$ cat config.mk
export PLATFORM = sky130hd
export DESIGN_NAME = regwrite_scheduler
export DESIGN_NICKNAME = d
export VERILOG_FILES = /design/src/rtl/regwrite_pkg.sv /design/src/rtl/regwrite_scheduler_wr_decoder.sv /design/src/rtl/regwrite_scheduler.sv
export SDC_FILE = /design/constraint.sdc
export NUM_CORES = 1
export LEC_CHECK = 0
export ABC_CLOCK_PERIOD_IN_PS = 3100
export CORE_MARGIN = 3
export CORE_UTILIZATION = 38
export DETAILED_ROUTE_END_ITERATION = 12
export GPL_ROUTABILITY_DRIVEN = 0
export PLACE_DENSITY = 0.82
export SLEW_MARGIN = 30
export SYNTH_ARGS = -nofsm -noshare
export SYNTH_HDL_FRONTEND = slang
export SYNTH_SLANG_ARGS = --single-unit
$ cat constraint.sdc
create_clock -name clk -period 3.1 [get_ports clk]
set_input_delay 0.31 -clock clk [delete_from_list [all_inputs] [get_ports clk]]
set_output_delay 0.31 -clock clk [all_outputs]
set_load 0.02 [all_outputs]
$ cat src/rtl/regwrite_pkg.sv
// Shared types and defaults for the register-file write-port scheduler.
package regwrite_pkg;

  localparam int ADDR_W_DEF   = 5;
  localparam int DATA_W_DEF   = 64;
  localparam int ZERO_REG_DEF = 2**ADDR_W_DEF - 1;

  typedef enum logic {EMPTY, FULL} wstate_t;

  typedef struct packed {
    logic [ADDR_W_DEF-1:0] addr;
    logic [DATA_W_DEF-1:0] data;
  } wreq_t;

  // 1-to-2 enable decoder: {hi, lo}
  function automatic logic [1:0] dec1to2(input logic en, input logic a);
    return {en & a, en & ~a};
  endfunction

endpackage

$ cat src/rtl/regwrite_scheduler_wr_decoder.sv
// One-hot row-select decoder built as a binary tree of 1-to-2 enable decoders.
module wr_decoder
  import regwrite_pkg::*;
#(
  parameter int ADDR_W = ADDR_W_DEF
) (
  input  logic                 en_i,
  input  logic [ADDR_W-1:0]    addr_i,
  output logic [2**ADDR_W-1:0] sel_o
);

  localparam int NODES = 2**(ADDR_W+1) - 1;

  // Heap-ordered tree: node k feeds 2k+1 (bit=0) and 2k+2 (bit=1); MSB decoded first
  logic [NODES-1:0] node;

  always_comb begin
    node    = '0;
    node[0] = en_i;
    for (int l = 0; l < ADDR_W; l++) begin
      for (int i = 0; i < 2**l; i++) begin
        node[2*(2**l-1+i)+2 -: 2] = dec1to2(node[2**l-1+i], addr_i[ADDR_W-1-l]);
      end
    end
  end

  assign sel_o = node[NODES-1 -: 2**ADDR_W];

endmodule

$ cat src/rtl/regwrite_scheduler.sv
// Two-requester round-robin write-port scheduler feeding a single registered write stage.
module regwrite_scheduler
  import regwrite_pkg::*;
#(
  parameter int ADDR_W   = ADDR_W_DEF,
  parameter int DATA_W   = DATA_W_DEF,
  parameter int ZERO_REG = 2**ADDR_W - 1
) (
  input  logic                 clk,
  input  logic                 reset_n,
  input  logic [1:0]           req_valid,
  output logic [1:0]           req_ready,
  input  logic [ADDR_W-1:0]    req_addr0,
  input  logic [ADDR_W-1:0]    req_addr1,
  input  logic [DATA_W-1:0]    req_data0,
  input  logic [DATA_W-1:0]    req_data1,
  input  logic                 port_stall,
  output logic                 wr_en,
  output logic [ADDR_W-1:0]    wr_addr,
  output logic [DATA_W-1:0]    wr_data,
  output logic [2**ADDR_W-1:0] wr_sel,
  output logic                 grant_id
);

  typedef struct packed {
    logic [ADDR_W-1:0] addr;
    logic [DATA_W-1:0] data;
  } req_t;

  wstate_t           state_q, state_d;
  logic              rr_last_q, rr_last_d;
  logic [ADDR_W-1:0] addr_q, addr_d;
  logic [DATA_W-1:0] data_q, data_d;
  logic              gid_q, gid_d;

  logic accept, win, xfer, load;
  req_t req_w;

  always_comb begin
    accept    = (state_q == EMPTY) || !port_stall;
    // Lone requester wins outright; under contention the one not served last wins
    win       = (&req_valid) ? ~rr_last_q : req_valid[1];
    xfer      = reset_n && accept && (|req_valid);
    req_ready = {xfer & win, xfer & ~win};
    req_w     = win ? req_t'{req_addr1, req_data1} : req_t'{req_addr0, req_data0};
    // Zero-register writes are acknowledged but never occupy the stage
    load      = xfer && (req_w.addr != ADDR_W'(ZERO_REG));

    state_d   = state_q;
    rr_last_d = xfer ? win : rr_last_q;
    addr_d    = addr_q;
    data_d    = data_q;
    gid_d     = gid_q;

    case (state_q)
      EMPTY:   if (load) state_d = FULL;
      FULL:    if (!port_stall && !load) state_d = EMPTY;
      default: state_d = EMPTY;
    endcase

    if (load) begin
      addr_d = req_w.addr;
      data_d = req_w.data;
      gid_d  = win;
    end
  end

  always_ff @(posedge clk) begin
    if (!reset_n) begin
      state_q   <= EMPTY;
      rr_last_q <= 1'b1;
      addr_q    <= '0;
      data_q    <= '0;
      gid_q     <= 1'b0;
    end else begin
      state_q   <= state_d;
      rr_last_q <= rr_last_d;
      addr_q    <= addr_d;
      data_q    <= data_d;
      gid_q     <= gid_d;
    end
  end

  assign wr_en    = (state_q == FULL);
  assign wr_addr  = addr_q;
  assign wr_data  = data_q;
  assign grant_id = gid_q;

  wr_decoder #(.ADDR_W(ADDR_W)) u_dec (
    .en_i   (wr_en),
    .addr_i (addr_q),
    .sel_o  (wr_sel)
  );

endmodule
==> results by group, run 1 <==
GRT
  – First-pass GRT wire length: 17.7 mm
  – GRT overflow: 0
  – Grt met1 use: 23.0%
  – Vias in the first global route: 3591
  – Met2 global-route usage: 39.2%
  – Initial antenna violation count: 0
  – Largest net degree at the start of global routing: 74
  – Total global routing track utilization: 21.2%
  – Busiest grt layer: met2
  – Met3 global-route usage: 7.11%

Timing
  – Tcrit/Tclk final: 78.8%
  – Slew @ Worst Pin: 756 ps
  – RSZ-0062 raised after global routing: false
  – Hold Fails Final Rpt: 0
  – Clock period minus worst slack: 2440 ps
  – Final worst setup slack: 657 ps
  – Clk_skew: 9.46 ps
  – Max Freq: 0.409 GHz
  – Max-slew headroom: 49.6%
  – Final setup vio count: 0
  – Final Slew Violations: 0
  – Final setup TNS: 0 ps

Yosys
  – Syn avg cell area: 9.45 um2
  – Synth cell types: 28
  – Post-Syn Instances: 380
  – FFs w/ async S/R, synth: 0%
  – Syn Nets: 523
  – Yosys warns: 0
  – Synth Flop Type: dfxtp_1
  – Number of flops mapped to enable cells by yosys: 0
  – Synthesized flop and latch total: 72
  – Mapped Area: 3590 um2
  – Register area share after synthesis: 40.2%

Setup path
  – Crit-path max FO: 11
  – CP arrival: 2130 ps
  – CP endpoint kind: primary output
  – Critical path required time: 2790 ps
  – Worst r2r path cells: 5
  – Worst Setup Start Kind: primary input
  – Crit Path Class: primary input to primary output

Clock tree
  – Clock transition at path regs: 70 ps
  – Post-CTS setup repair buffer count: 0
  – Clock sink count: 72
  – Max Root-Sink Buffers: 2
  – CTS tree: done
  – H-tree depth: 3
  – Post_cts resized: 0
  – Cts bufs inserted: 9
  – # hold bufs at CTS: 0
  – Later-pin clock latency in the skew report: 330 ps
  – CTS root buf: clkbuf_8

Power and ir drop
  – Leakage power of the design: 2.88 nW
  – Power Density: 452 nW/um2
  – Sw frac: 27.8%
  – Sequential fraction of design power: 38.2%
  – VDD IR max: 0.000244 V
  – Net Sw Power: 799 uW
  – Comb pwr share: 30.6%
  – Total Power: 2.87 mW
  – Clock power frac: 31.3%
  – Internal power: 2.07 mW

Final layout
  – Layout overhead on the synthesized area: 77.1%
  – Multi-input combinational cell area: 2000 um2
  – Non-filler cells, final: 731
  – Nets@finish: 761
  – FILL cells: 688
  – FF/Latch Area: 1440 um2
  – Share of layout cells above drive strength 1: 4.49%
  – ANT cells: 0
  – Design area: 6360 um2

Floorplanning
  – Number of placement rows: 34
  – Die width: 103 um
  – Core ar.: 8930 um2
  – IO Pins: 248
  – Die Y: 103 um
  – Starting Density: 40.2%
  – Die area: 10600 um2

Hold path
  – Hold Path Stages: 2
  – Worst Hold Class: flip-flop to flip-flop

Place
  – Placed cell count: 715
  – Pre-CTS setup slack: 525 ps
  – Cell Area, Placed: 6110 um2
  – Dpl hpwl: 9.37 mm
  – IO Port Bufs: 247

Detailed routing
  – DRC Markers: 0
  – DRC marker count from the first detailed-route iteration: 72
  – First-pass DRT Iterations: 4
  – Routed Antenna Nets: 0
  – Via Count: 3645
  – WL per Instance: 16.0 um
  – Vias per Instance: 4.99
  – Final wirelength: 11.7 mm

Status
  – Status: finished clean

Job
  – Max cap viols: 0
## worst max-delay path, cell delays in order
cell             delay, ps
clkdlybuf4s50_1        520
o21ai_0                110
nand2b_1               340
nor2_1                 230
clkdlybuf4s50_1        630
## layout make-up
| cell class | count | share of cell area, % |
|---|---|---|
| Tap cell | 108 | 2.13 |
| Timing Repair Buffer | 253 | 39.7 |
| Multi-Input combinational cell | 279 | 31.4 |
| Inverter | 3 | 0.177 |
| Clock inverter | 5 | 1.63 |
| Sequential cell | 72 | 22.7 |
| Clock buffer | 11 | 2.22 |
## cell usage after synthesis (2+ instances only)
library cell  number  area (um2)
a211oi_1           2        15.0
a21boi_1           2        15.0
a21oi_1            4        20.0
buf_2              8        40.0
buf_4              4        30.0
buf_6              3        33.8
clkbuf_1          11        41.3
dfxtp_1           72        1440
inv_2              2        7.51
mux2_2             2        22.5
mux2i_1          128        1280
nand2_1           69         259
nand3_1            8        40.0
nand3b_1           3        22.5
nor2_1            42         158
o21ai_0            4        20.0
o221a_1            2        22.5
or3_1              4        25.0
## sequential cells by signal, summed over array words and instances, names as in the netlist
signal / cells
wr_data: 64
wr_addr: 5
grant_id: 1
rr_last_q: 1
wr_en: 1
## per-stage QoR
stage,util [%],hold WS [ps]
2_1_floorplan,-,462
3_3_place_gp,68.4,444
3_5_place_dp,68.4,452
4_1_cts,71.1,464
5_1_grt,71.1,481
6_report,71.1,459
## placed cells by master (no fill, tap or decap), drive strengths merged
| cell type | instances |
|---|---|
| a21oi | 4 |
| bufinv | 3 |
| mux2 | 3 |
| clkinv | 2 |
| clkdlybuf4s50 | 246 |
| o21ai | 4 |
| inv | 3 |
| buf | 7 |
| clkbuf | 11 |
| nand2b | 1 |
| a211oi | 2 |
| a22oi | 1 |
| nand4 | 1 |
| and4 | 1 |
| a221oi | 1 |
| o22ai | 1 |
| or3 | 4 |
| a21bo | 1 |
| o221a | 2 |
| nand3b | 3 |
| nand2 | 69 |
| dfxtp | 72 |
| nor2 | 42 |
| nand3 | 8 |
| mux2i | 128 |
| o311ai | 1 |
| a21boi | 2 |
## final timing paths
check	startpoint	end	slack, ps
hold / removal	wr_data[55]	wr_data[55]	460
setup reg to reg	rr_last_q	wr_data[60]	990
setup / recovery	req_valid[0]	req_ready[1]	660
hold reg to reg	wr_data[55]	wr_data[55]	460
## layer usage
| metal | vias to the layer above | part of all wire (%) | wire [um] |
|---|---|---|---|
| li1 | 1783 | - | - |
| met1 | 1669 | 37 | 4290 |
| met5 | - | 0 | 0 |
| met3 | 15 | 10 | 1200 |
| met4 | 0 | 1.7 | 197 |
| met2 | 178 | 52 | 6040 |
## power groups by stage
stage	Clock, mW	Combinational [mW]	Sequential (mW)
6_report	0.898	0.877	1.10
5_1_grt	0.961	0.936	1.11
4_1_cts	0.917	0.888	1.10
3_5_place_dp	0	0.886	1.12
3_3_place_gp	0	0.870	1.11
2_1_floorplan	0	0.288	1.24
## cells by family after synthesis
kind of cell	Yosys count	share of synthesized area [%]
AO/OA/AOI/OAI	19	4.22
buffers and inverters	29	4.36
flip-flops	72	40.2
multiplexers	131	36.6
AND/OR/NAND/NOR	129	14.6
Note: power is estimated with default switching activity, not from simulation.
==> run 2, diff against run 1 <==
- ABC_CLOCK_PERIOD_IN_PS: 3100 -> 2200
- CORE_UTILIZATION: 38 -> 32
- PLACE_DENSITY: 0.82 -> 0.73
- clock period: 3.1 -> 2.2 ns (I/O delays scaled with it)
==> results by group, run 2 (synthesis gave the netlist of run 1 again) <==
Detailed routing
  – WL per Instance: 15.1 um (-6.1%)
  – DRC Markers: 0 (unchanged)
  – Routed Antenna Nets: 0 (unchanged)
  – DRC marker count from the first detailed-route iteration: 145 (+100%)
  – Vias per Instance: 4.72 (-5.4%)
  – Final wirelength: 11.5 mm (-1.8%)
  – Via Count: 3605 (-1.1%)
  – First-pass DRT Iterations: 4 (unchanged)

Timing
  – Max-slew headroom: 49.4% (-0.16 points)
  – Clock period minus worst slack: 2090 ps
  – Clk_skew: 7.41 ps (-2.05 ps)
  – Hold Fails Final Rpt: 0 (unchanged)
  – Slew @ Worst Pin: 759 ps (+2.44 ps)
  – Final Slew Violations: 0 (unchanged)
  – Max Freq: 0.480 GHz
  – Final setup TNS: 0 ps (unchanged)
  – Final setup vio count: 0 (unchanged)
  – Final worst setup slack: 115 ps (-543 ps)
  – Tcrit/Tclk final: 94.8%
  – RSZ-0062 raised after global routing: false

Floorplanning
  – Die Y: 112 um (+8.5%)
  – Number of placement rows: 38 (+12%)
  – Die area: 12500 um2 (+18%)
  – Starting Density: 33.0% (-7.2 points)
  – IO Pins: 248 (unchanged)
  – Die width: 112 um (+8.5%)
  – Core ar.: 10900 um2 (+22%)

Setup path
  – Crit Path Class: flip-flop to primary output
  – Worst-path cell chain: nand3_1 > nor2_1 > clkdlybuf4s50_1
  – Buf+Inv Stages, Crit Path: 1 (-1)
  – CP arrival: 1870 ps (-260 ps)
  – CP startpoint: wr_en
  – Worst Setup Start Kind: flip-flop
  – R2r startpoint: rr_last_q
  – Critical path required time: 1980 ps (-810 ps)
  – CP max stage delay: 650 ps (+20 ps)
  – Slowest cell on crit path: clkdlybuf4s50_1
  – CP endpoint kind: primary output
  – Crit-path max FO: 8 (-3)
  – CP top delay family: buffers and inverters

Place
  – IO Port Bufs: 247 (unchanged)
  – Dpl hpwl: 9.05 mm (-3.4%)
  – Pre-CTS setup slack: 139 ps (-386 ps)

Power and ir drop
  – Leakage power of the design: 3.07 nW (+6.7%)
  – VDD IR max: 0.000472 V (+94%)
  – Power Density: 618 nW/um2 (+37%)

Clock tree
  – Clock transition at path regs: 80 ps (about the same)
  – # hold bufs at CTS: 0 (unchanged)
  – Later-pin clock latency in the skew report: 330 ps (about the same)
  – Post-CTS setup repair buffer count: 0 (unchanged)
  – CTS root buf: clkbuf_8
  – H-tree depth: 3 (unchanged)
  – Cts bufs inserted: 9 (unchanged)
  – Max Root-Sink Buffers: 2 (unchanged)
  – CTS tree: done
  – Clock sink count: 72 (unchanged)

Final layout
  – Most common cell after layout, fill and taps aside: clkdlybuf4s50_1
  – Share of layout cells above drive strength 1: 4.81% (+0.31 points)
  – Most frequent cells in the layout: clkdlybuf4s50_1 (230), mux2i_1 (128), dfxtp_1 (71)
  – Layout overhead on the synthesized area: 78.9%
  – FILL cells: 985 (+43%)
  – ANT cells: 0 (unchanged)
  – Max FFs per register: 64 (unchanged)
  – Nets@finish: 762 (+0.13%)

GRT
  – Total global routing track utilization: 17.3% (-3.9 points)
  – Largest net degree at the start of global routing: 74 (unchanged)
  – Initial antenna violation count: 0 (unchanged)
  – First-pass GRT wire length: 17.6 mm (-0.66%)
  – Vias in the first global route: 3501 (-2.5%)
  – GRT overflow: 0 (unchanged)

Status
  – Status: finished clean

Hold path
  – Worst Hold Class: flip-flop to flip-flop
  – Hold Path Origin: wr_data[28]

Job
  – Max cap viols: 0 (unchanged)
## run 2: cell count changes in the layout (fill, tap and decap cells not counted)
cell             change
clkdlybuf4s50_1     -16
dfxtp_1              -1
bufinv_16            -1
clkinv_2             -1
dlygate4sd2_1        +8
dfxtp_2              +1
inv_6                +2
dlymetal6s2s_1       +8
buf_4                -1
buf_12               +2
## run 2: worst reg2reg max path, stage by stage (launching register included)
cell	delay, ps
dfxtp_1	340
a21bo_4	280
o311ai_4	400
buf_12	320
mux2i_1	260
## run 2: power by group
part	total (mW)	switching, mW	leakage, nW	internal (mW)
Clock	1.19	0.506	0.115	0.681
Combinational	1.24	0.561	2.36	0.684
Sequential	1.54	0.0835	0.600	1.46
Total	3.97	1.15	3.07	2.82
## run 2: stage by stage
step	util [%]	hold slack (ps)	power (mW)	cell area, um2	cells
4_1_cts	58.8	462	4.03	6400	764
6_report	59.0	460	3.97	6420	764
5_1_grt	59.0	479	4.17	6420	764
3_3_place_gp	56.8	444	2.80	6180	748
2_1_floorplan	-	394	2.15	3590	380
3_5_place_dp	56.8	451	2.83	6180	748
## run 2: layer usage
metal	wire (um)	global-route usage, %	up-vias
met5	0	0	-
met4	194	5.92	0
met3	1090	6.14	17
met2	5920	32.1	163
met1	4310	18.1	1640
li1	-	-	1785
## run 2: path summary, 6_finish.rpt
check | end | slack [ps] | cells past startpoint
setup reg to reg | wr_data[54] | 530 | 4
hold / removal | wr_data[28] | 460 | 2
hold reg to reg | wr_data[28] | 460 | 2
setup / recovery | wr_sel[19] | 110 | 3
## run 2: area by class of cell
class | instances | area, um2 | area share [%]
repair buffers | 254 | 2570 | 40.0
clock inverters | 5 | 86.3 | 1.34
flip-flops and latches | 72 | 1440 | 22.5
clock buffers | 11 | 141 | 2.20
inverters | 3 | 11.3 | 0.175
well taps | 140 | 175 | 2.73
multi-input cells | 279 | 2000 | 31.1
## run 2: repair_timing
action / in CTS / in global routing
gates cloned: 0 / 0
setup endpoints to repair: 8 / 9
resized for setup: 8 / 9
==> run 3, diff against run 2 <==
- CORE_ASPECT_RATIO: default -> 0.5
- GPL_ROUTABILITY_DRIVEN: 0 -> default
- SLEW_MARGIN: 30 -> 5
==> results by group, run 3 (synthesis gave the netlist of run 1 again) <==
Detailed routing
  – DRC Markers: 0 (unchanged)
  – Vias per Instance: 4.66 (-1.3%)
  – WL per Instance: 15.6 um (+3.4%)
  – Routed Antenna Nets: 0 (unchanged)
  – DRC marker count from the first detailed-route iteration: 100 (-31%)
  – Final wirelength: 11.9 mm (+3.8%)
  – First-pass DRT Iterations: 4 (unchanged)
  – Via Count: 3572 (-0.92%)

Timing
  – Tcrit/Tclk final: 97.1% (+2.3 points)
  – Final setup vio count: 0 (unchanged)
  – Final Slew Violations: 0 (unchanged)
  – Final worst setup slack: 63.2 ps (-51.5 ps)
  – Max-slew headroom: 49.9% (+0.45 points)
  – RSZ-0062 raised after global routing: false
  – Clk_skew: 4.38 ps (-3.03 ps)
  – Final setup TNS: 0 ps (unchanged)
  – Hold Slack: 456 ps (-4.03 ps)
  – Max Freq: 0.468 GHz (-2.4%)
  – Slew @ Worst Pin: 752 ps (-6.76 ps)
  – Hold Fails Final Rpt: 0 (unchanged)
  – Clock period minus worst slack: 2140 ps (+51.5 ps)

Final layout
  – Layout overhead on the synthesized area: 82.2%
  – Share of layout cells above drive strength 1: 5.10% (+0.30 points)
  – Most common cell after layout, fill and taps aside: clkdlybuf4s50_1
  – ANT cells: 0 (unchanged)
  – Design area: 6540 um2 (+1.9%)
  – Non-filler cells, final: 767 (+0.39%)
  – Most frequent cells in the layout: clkdlybuf4s50_1 (230), mux2i_1 (128), dfxtp_1 (71)
  – Nets@finish: 765 (+0.39%)
  – Max FFs per register: 64 (unchanged)

Floorplanning
  – Starting Density: 34.0% (+0.98 points)
  – Die Y: 80.9 um (-28%)
  – Die area: 12600 um2 (+0.62%)
  – Die width: 156 um (+39%)
  – IO Pins: 248 (unchanged)
  – Number of placement rows: 26 (-32%)
  – Core ar.: 10600 um2 (-2.9%)

Setup path
  – Crit-path max FO: 10 (+2)
  – Crit Path Class: flip-flop to primary output
  – R2r startpoint: rr_last_q
  – Worst-path cell chain: or3_1 > nor2_1 > clkdlybuf4s50_1
  – CP max stage delay: 620 ps (-30 ps)
  – CP endpoint kind: primary output
  – Worst r2r path cells: 4 (unchanged)
  – Critical path required time: 1980 ps (about the same)
  – Reg-to-Reg End: wr_data[45]
  – Reg2Reg Setup Slack: 510 ps (-20 ps)
  – CP arrival: 1920 ps (+50 ps)
  – Slowest cell on crit path: clkdlybuf4s50_1
  – Worst Setup Start Kind: flip-flop

Job
  – Max cap viols: 0 (unchanged)

Status
  – Status: finished clean

Clock tree
  – Cts bufs inserted: 9 (unchanged)
  – CTS root buf: clkbuf_16
  – # hold bufs at CTS: 0 (unchanged)
  – Later-pin clock latency in the skew report: 320 ps (about the same)
  – Clock sink count: 72 (unchanged)
  – Clock transition at path regs: 60 ps (-20 ps)
  – Max Root-Sink Buffers: 2 (unchanged)
  – H-tree depth: 3 (unchanged)
  – CTS tree: done

Place
  – Cell Area, Placed: 6200 um2 (+0.24%)
  – Dpl hpwl: 9.37 mm (+3.4%)
  – IO Port Bufs: 247 (unchanged)
  – Pre-CTS setup slack: 135 ps (-4.65 ps)
  – Placed cell count: 750 (+0.27%)
  – GPL Wtd Cong: 0.826

Power and ir drop
  – Leakage power of the design: 3.14 nW (+2.2%)
  – VDD IR max: 0.000407 V (-14%)
  – Power Density: 663 nW/um2 (+7.2%)

GRT
  – Largest net degree at the start of global routing: 74 (unchanged)
  – Total global routing track utilization: 18.1% (+0.73 points)
  – First-pass GRT wire length: 17.9 mm (+1.9%)
  – Vias in the first global route: 3417 (-2.4%)
  – Initial antenna violation count: 0 (unchanged)
  – GRT overflow: 0 (unchanged)

Hold path
  – Hold Path Origin: wr_data[48]
  – Hold Path Stages: 2 (unchanged)
  – Worst Hold Class: flip-flop to flip-flop
  – Hold EP: wr_data[48]
## run 3: cell count changes in the layout (fill, tap and decap cells not counted), moves of 2 or more
cell       delta
clkbuf_1      +2
inv_6         -2
clkbuf_8      -9
clkbuf_16     +9
buf_4         +3
## run 3: worst max-delay path, delay by kind of cell, from the launching register on
family	cells	cell delay, ps
buffers and inverters	1	620
AND/OR/NAND/NOR	2	580
flip-flops	1	390
## run 3: per-stage QoR
stage                     total power [mW]  util, %
after detailed placement              2.83     58.6
after global routing                  4.54     61.9
after global placement                2.82     58.6
after CTS                             4.39     61.5
final                                 4.34     61.9
after floorplan                       2.15        -
## run 3: worst max path at each step
stage	start	to	slack [ps]
2_1_floorplan	rr_last_q	rr_last_q	640
3_3_place_gp	req_valid[1]	wr_data[41]	210
3_5_place_dp	req_valid[1]	wr_data[43]	130
4_1_cts	wr_addr[3]	wr_sel[8]	2
5_1_grt	wr_addr[4]	wr_sel[1]	1
6_report	wr_addr[0]	wr_sel[16]	60
## run 3: cell type report
class | count | area (um2)
inverters | 3 | 11.3
well taps | 140 | 175
clock inverters | 3 | 65.1
fillers | 900 | 4030
clock buffers | 13 | 250
repair buffers | 257 | 2590
multi-input cells | 279 | 2000
flip-flops and latches | 72 | 1440
## run 3: repair_timing
item,CTS,global route
gates resized for setup,8,10
endpoints found under the setup margin,9,13
buffers inserted,0,1
cloned,0,0
## run 3: power breakdown
group	total, mW	switching, mW	leakage [nW]	internal (mW)
Sequential	1.54	0.0849	0.600	1.46
Combinational	1.25	0.565	2.39	0.688
Clock	1.54	0.518	0.154	1.02
## run 3: per-layer routing
layer	up-vias	GRT usage (%)	wire [um]	share of wire, %
li1	1796	-	-	-
met1	1660	20.5	4670	39
met2	95	33.6	6470	54
met3	21	4.26	579	4.8
met4	0	6.43	232	1.9
met5	-	0	0	0
==> edit 1 (flow settings as in run 2) <==
Change the package constant `ADDR_W_DEF` from 5 to 6.
--- a/src/rtl/regwrite_pkg.sv
+++ b/src/rtl/regwrite_pkg.sv
@@ -1,7 +1,7 @@
 // Shared types and defaults for the register-file write-port scheduler.
 package regwrite_pkg;
 
-  localparam int ADDR_W_DEF   = 5;
+  localparam int ADDR_W_DEF   = 6;
   localparam int DATA_W_DEF   = 64;
   localparam int ZERO_REG_DEF = 2**ADDR_W_DEF - 1;
 
Ports: changed (resized req_addr0, req_addr1, wr_addr and wr_sel); port bits go from 248 to 283. The function was not compared with the original's and may differ.
==> edit 1 against run 2 <==
Worst hold slack better by 0.034 ns. Die area is 12% higher. Power is 5.7% higher. Non-clock buffer count is 55 higher. Design area is 15% higher. Routed wire length is 48% higher. Synthesized area is 13% higher. Highest routed layer is now met5. Sequential cell count is 1 higher. Worst setup slack worse by 0.056 ns.
==> edit 1: results (changes against run 2) <==
The setup slack of the worst register-to-register path is 0.64 ns (was 0.53 ns). The destination of the worst register-to-register timing path is wr_data[25] (was wr_data[54]). The detailed placer's ending HPWL is 12.4 mm (was 9.05 mm).

The via count normalized by instance count is 5.38 (was 4.72). The wire length of the first global-routing pass came out at 25.6 mm (was 17.6 mm). The critical path endpoint is wr_sel[53] (was wr_sel[19]). Status: finished clean (unchanged). The layout net count was 933 (was 762).

Synth area leaders: sky130_fd_sc_hd__dfxtp_1, sky130_fd_sc_hd__o211a_1, sky130_fd_sc_hd__nor3_1 (was sky130_fd_sc_hd__dfxtp_1, sky130_fd_sc_hd__mux2i_1, sky130_fd_sc_hd__nand2_1). The count of mapped cells out of synthesis is 526 (was 380). The placed standard-cell area is 6990 um^2 (was 6180 um^2). The number of design-rule violations left by the first detailed-router iteration came out at 307 (was 145). The peak supply drop is 0.323 mV (was 0.472 mV). The share of synthesized area occupied by flip-flops and latches came out at 36.0% (was 40.2%). The tightest slew margin relative to the limit came out at 49.9% (was 49.4%).

The maximum fanout along the worst path came out at 9 (was 8). The net count after synthesis is 671 (was 523). The final-layout fill cell count was 1097 (was 985). The worst clock skew is 0.00453 ns (was 0.00741 ns). The critical hold path startpoint is grant_id (was wr_data[28]). Cell types with the highest counts after synthesis: sky130_fd_sc_hd__nor3_1, sky130_fd_sc_hd__dfxtp_1, sky130_fd_sc_hd__nor2_1, sky130_fd_sc_hd__o211a_1, sky130_fd_sc_hd__o21ai_0 (was sky130_fd_sc_hd__mux2i_1, sky130_fd_sc_hd__dfxtp_1, sky130_fd_sc_hd__nand2_1, sky130_fd_sc_hd__nor2_1, sky130_fd_sc_hd__clkbuf_1). The type of the most critical hold path is flop to flop (unchanged). The number of global-route vias before repair came out at 5072 (was 3501). The share of final-layout standard cells stronger than drive strength 1 is 7.58% (was 4.81%).

The total instance count after detailed placement is 943 (was 748). The static power due to leakage is 0.00397 uW (was 0.00307 uW). The first element of the critical path was wr_addr[1] (was wr_en). The clock edge transition at the registers on the reported setup and hold paths came to 0.05 ns (was 0.08 ns). The post-route non-filler standard cell count came to 960 (was 764). The kind of cell with the highest combined delay on the critical path is buffers and inverters (unchanged).

The depth of the worst register-to-register path is 6 (was 4). The maximum number of pins on one net before global-route repair came out at 73 (was 74). The root buffer cell is sky130_fd_sc_hd__clkbuf_16 (was sky130_fd_sc_hd__clkbuf_8). The global-route total usage across every layer came out at 22.3% (was 17.3%).
==> edit 1: how the worst min path moves through the flow <==
stage	end	slack, ns	depth (start not counted)
floorplan	rr_last_q	0.46	1
global placement	wr_data[37]	0.48	1
detailed placement	grant_id	0.48	2
CTS	grant_id	0.49	2
global route	wr_data[50]	0.51	1
finish	grant_id	0.49	2
==> edit 1: layer usage <==
layer	track usage, %	part of all wire [%]	up-vias	wire, um
met5	0	0.076	-	13
met2	42.6	52	259	8880
met3	6.36	7.3	37	1240
li1	-	-	2433	-
met1	22.7	38	2431	6430
met4	8.47	2.8	2	475
==> edit 1: worst register-to-register path: stages, from the launching register on <==
cell                      delay (ns)
sky130_fd_sc_hd__dfxtp_1        0.35
sky130_fd_sc_hd__and2_1         0.17
sky130_fd_sc_hd__buf_4          0.15
sky130_fd_sc_hd__nor2_4         0.15
sky130_fd_sc_hd__and3_2         0.23
sky130_fd_sc_hd__buf_4          0.26
sky130_fd_sc_hd__o211a_1        0.19
==> edit 1: cell families (layout without fill, tap and decap cells) <==
logic type	after synthesis	count (layout)	synth area share [%]
compound gates	142	142	26.5
buf+inv	59	325	8.58
flops	73	73	36.0
simple gates	252	252	28.8
==> edit 1: timing repair <==
action	4_1_cts	5_1_grt
setup endpoints to repair	49	42
resized for setup	26	46
setup buffers	2	0
==> edit 1: stage by stage <==
stage,worst slack [ns],hold slack [ns],TNS (ns)
floorplan,0.363,0.459,0
global placement,0.0870,0.480,0
detailed placement,0.0613,0.483,0
CTS,0.0000102,0.493,0
global route,-0.0576,0.512,-0.0576
finish,0.0585,0.494,0
==> edit 1: power by group through the flow <==
stage	sequential, uW	clock, uW	combinational, uW
after floorplan	1680	0	413
after global placement	1540	0	1170
after detailed placement	1550	0	1190
after CTS	1520	1500	1200
after global routing	1540	1550	1280
final	1530	1470	1200
==> edit 1: area by class of cell <==
class	count	area share, %
clock buffers	12	3.46
inverters	1	0.0506
clock inverters	3	0.540
well taps	168	2.83
flip-flops and latches	73	19.8
repair buffers	309	42.3
multi-input cells	394	31.1
==> edit 2 (config.mk and constraints of run 2) <==
Without the edit above. Make the reset (`reset_n`) asynchronous in one clocked block.
--- a/src/rtl/regwrite_scheduler.sv
+++ b/src/rtl/regwrite_scheduler.sv
@@ -65,7 +65,7 @@
     end
   end
 
-  always_ff @(posedge clk) begin
+  always_ff @(posedge clk or negedge reset_n) begin
     if (!reset_n) begin
       state_q   <= EMPTY;
       rr_last_q <= 1'b1;
Behaviour: differs if reset_n is asserted again (counterexample within 4 cycles, from zero or initial values and one cycle with reset_n low); with reset_n held inactive, the same outputs for 10 cycles.
==> edit 2 against run 2 <==
The run now ends with negative hold slack left. Synthesized area rose by 14%. Design area rose by 9.1%. Worst setup slack lost 0.026 ns. Sequential cell count unchanged. Routed wire length increased by 8.2%. Core utilization decreased by 1.8 points. Critical path type unchanged.
Power is not compared: it rests on default switching activity, and its combinational part moved more than twofold at a synthesized area within 25%.
==> edit 2: results (changes against run 2) <==
The placed standard-cell area came out at 6730 um^2 (was 6180 um^2). The root buffer cell is sky130_fd_sc_hd__clkbuf_16 (was sky130_fd_sc_hd__clkbuf_8). The checks that failed: negative hold slack. The depth of the worst register-to-register path came out at 5 (was 4).

The initial antenna violation count is 0 (unchanged). The maximum fanout along the worst path is 9 (was 8). Synth area leaders: sky130_fd_sc_hd__dfrtp_1, sky130_fd_sc_hd__mux2_4, sky130_fd_sc_hd__nand2_1 (was sky130_fd_sc_hd__dfxtp_1, sky130_fd_sc_hd__mux2i_1, sky130_fd_sc_hd__nand2_1). The final count of hold timing violations is 7 (was 0). The layout net count is 823 (was 762). Status: finished, violations left (was finished clean).

The fraction of synthesized area in multiplexers is 24.9% (was 36.6%). The net count after synthesis is 581 (was 523). The cell type of the slowest stage on the worst timing path is sky130_fd_sc_hd__clkdlybuf4s50_1 (unchanged). The largest incremental delay on the critical path came out at 0.60 ns (was 0.65 ns). The maximum count of clock buffers along a single path is 2 (unchanged). The setup slack of the worst register-to-register path came out at 0.36 ns (was 0.53 ns).

The maximum number of pins on one net before global-route repair came out at 73 (was 74). The share of synthesized area occupied by flip-flops and latches was 44.1% (was 40.2%). The total number of H-tree levels is 3 (unchanged).

The kind of cell with the highest combined delay on the critical path is buffers and inverters (unchanged). The detailed placer's ending HPWL came out at 9.71 mm (was 9.05 mm). The number of library cell types mapped by synthesis came out at 26 (was 28). The total length of routed wires came out at 12.5 mm (was 11.5 mm). The final-layout fill cell count is 1067 (was 985).

Cell types with the highest counts after synthesis: sky130_fd_sc_hd__nand2_1, sky130_fd_sc_hd__dfrtp_1, sky130_fd_sc_hd__mux2_4, sky130_fd_sc_hd__nor2_1, sky130_fd_sc_hd__clkbuf_1 (was sky130_fd_sc_hd__mux2i_1, sky130_fd_sc_hd__dfxtp_1, sky130_fd_sc_hd__nand2_1, sky130_fd_sc_hd__nor2_1, sky130_fd_sc_hd__clkbuf_1). The insertion delay to the later sink of the worst-skew pair is 0.32 ns. The clock edge transition at the registers on the reported setup and hold paths is 0.06 ns (was 0.08 ns). The share of the synthesized area in compound gates (AO/OA/AOI/OAI) came out at 1.50% (was 4.22%). The number of buffers added by the clock tree synthesis step was 9 (unchanged).

The worst clock skew is 0.00801 ns (was 0.00741 ns). The port buffer count came out at 247 (unchanged). The number of global-route vias before repair came out at 3876 (was 3501). The global-route total usage across every layer was 17.1% (was 17.3%). The number of instances resized during post-cts repair came to 2 (was 8). The via count normalized by instance count is 4.47 (was 4.72). The number of buffers inserted by post-CTS setup repair was 0 (unchanged). The share of final-layout standard cells stronger than drive strength 1 is 14.8% (was 4.81%). The number of design-rule violations left by the first detailed-router iteration was 142 (was 145). The type of the most critical hold path is primary input to async pin (was flop to flop). The tightest slew margin relative to the limit came to 57.7% (was 49.4%). The proportion of synthesized flip-flops having asynchronous set or reset is 100% (was 0%). The wire length of the first global-routing pass came out at 19.7 mm (was 17.6 mm). The post-route worst hold slack is -0.00166 ns (was 0.460 ns). The flip-flop cell with the highest count after synthesis is sky130_fd_sc_hd__dfrtp_1 (was sky130_fd_sc_hd__dfxtp_1).
==> edit 2: cell count changes after synthesis, sizes merged, moves of 4 or more <==
cell and change:
dfrtp +71, dfxtp -72, mux2 +65, mux2i -128
nand2 +144, nor2 -8, or3 -4
==> edit 2: layout make-up <==
type                    instances  share of cell area [%]
well taps                     168                    3.00
repair buffers                256                    37.1
clock inverters                 4                   0.321
clock buffers                  11                    3.32
multi-input cells             339                    30.4
flip-flops and latches         72                    25.8
inverters                       2                   0.107
==> edit 2: per-layer routing <==
| metal | wire (um) | global-route usage (%) | part of all wire (%) | vias to the layer above |
|---|---|---|---|---|
| li1 | - | - | - | 1875 |
| met1 | 4730 | 18.8 | 38 | 1789 |
| met2 | 6720 | 32.3 | 54 | 131 |
| met3 | 838 | 4.61 | 6.7 | 12 |
| met4 | 165 | 4.27 | 1.3 | 0 |
| met5 | 0 | 0 | 0 | - |
==> edit 2: per-stage QoR <==
stage,util (%),hold WS (ns),setup slack (ns),instances
2_1_floorplan,-,-0.0756,0.580,438
3_3_place_gp,54.9,0.491,0.0988,837
3_5_place_dp,54.9,0.490,0.0872,837
4_1_cts,56.9,0.158,0.00694,852
5_1_grt,57.2,0.0786,0.00629,852
6_report,57.2,-0.00166,0.0882,852
==> edit 2: worst paths after layout <==
| kind | from | end |
|---|---|---|
| min reg2reg | wr_data[37] | wr_data[37] |
| min | reset_n | wr_data[44] |
| max in group asynchronous | reset_n | wr_addr[2] |
| min in group clk | req_addr1[2] | wr_addr[2] |
| max reg2reg | rr_last_q | wr_data[18] |
| max | rr_last_q | req_ready[0] |
==> edit 2: where the power goes <==
part,leakage [uW],internal [uW],switching (uW)
registers,0.000858,1660,223
logic,0.00247,1380,1100
clock network,0.000125,751,522
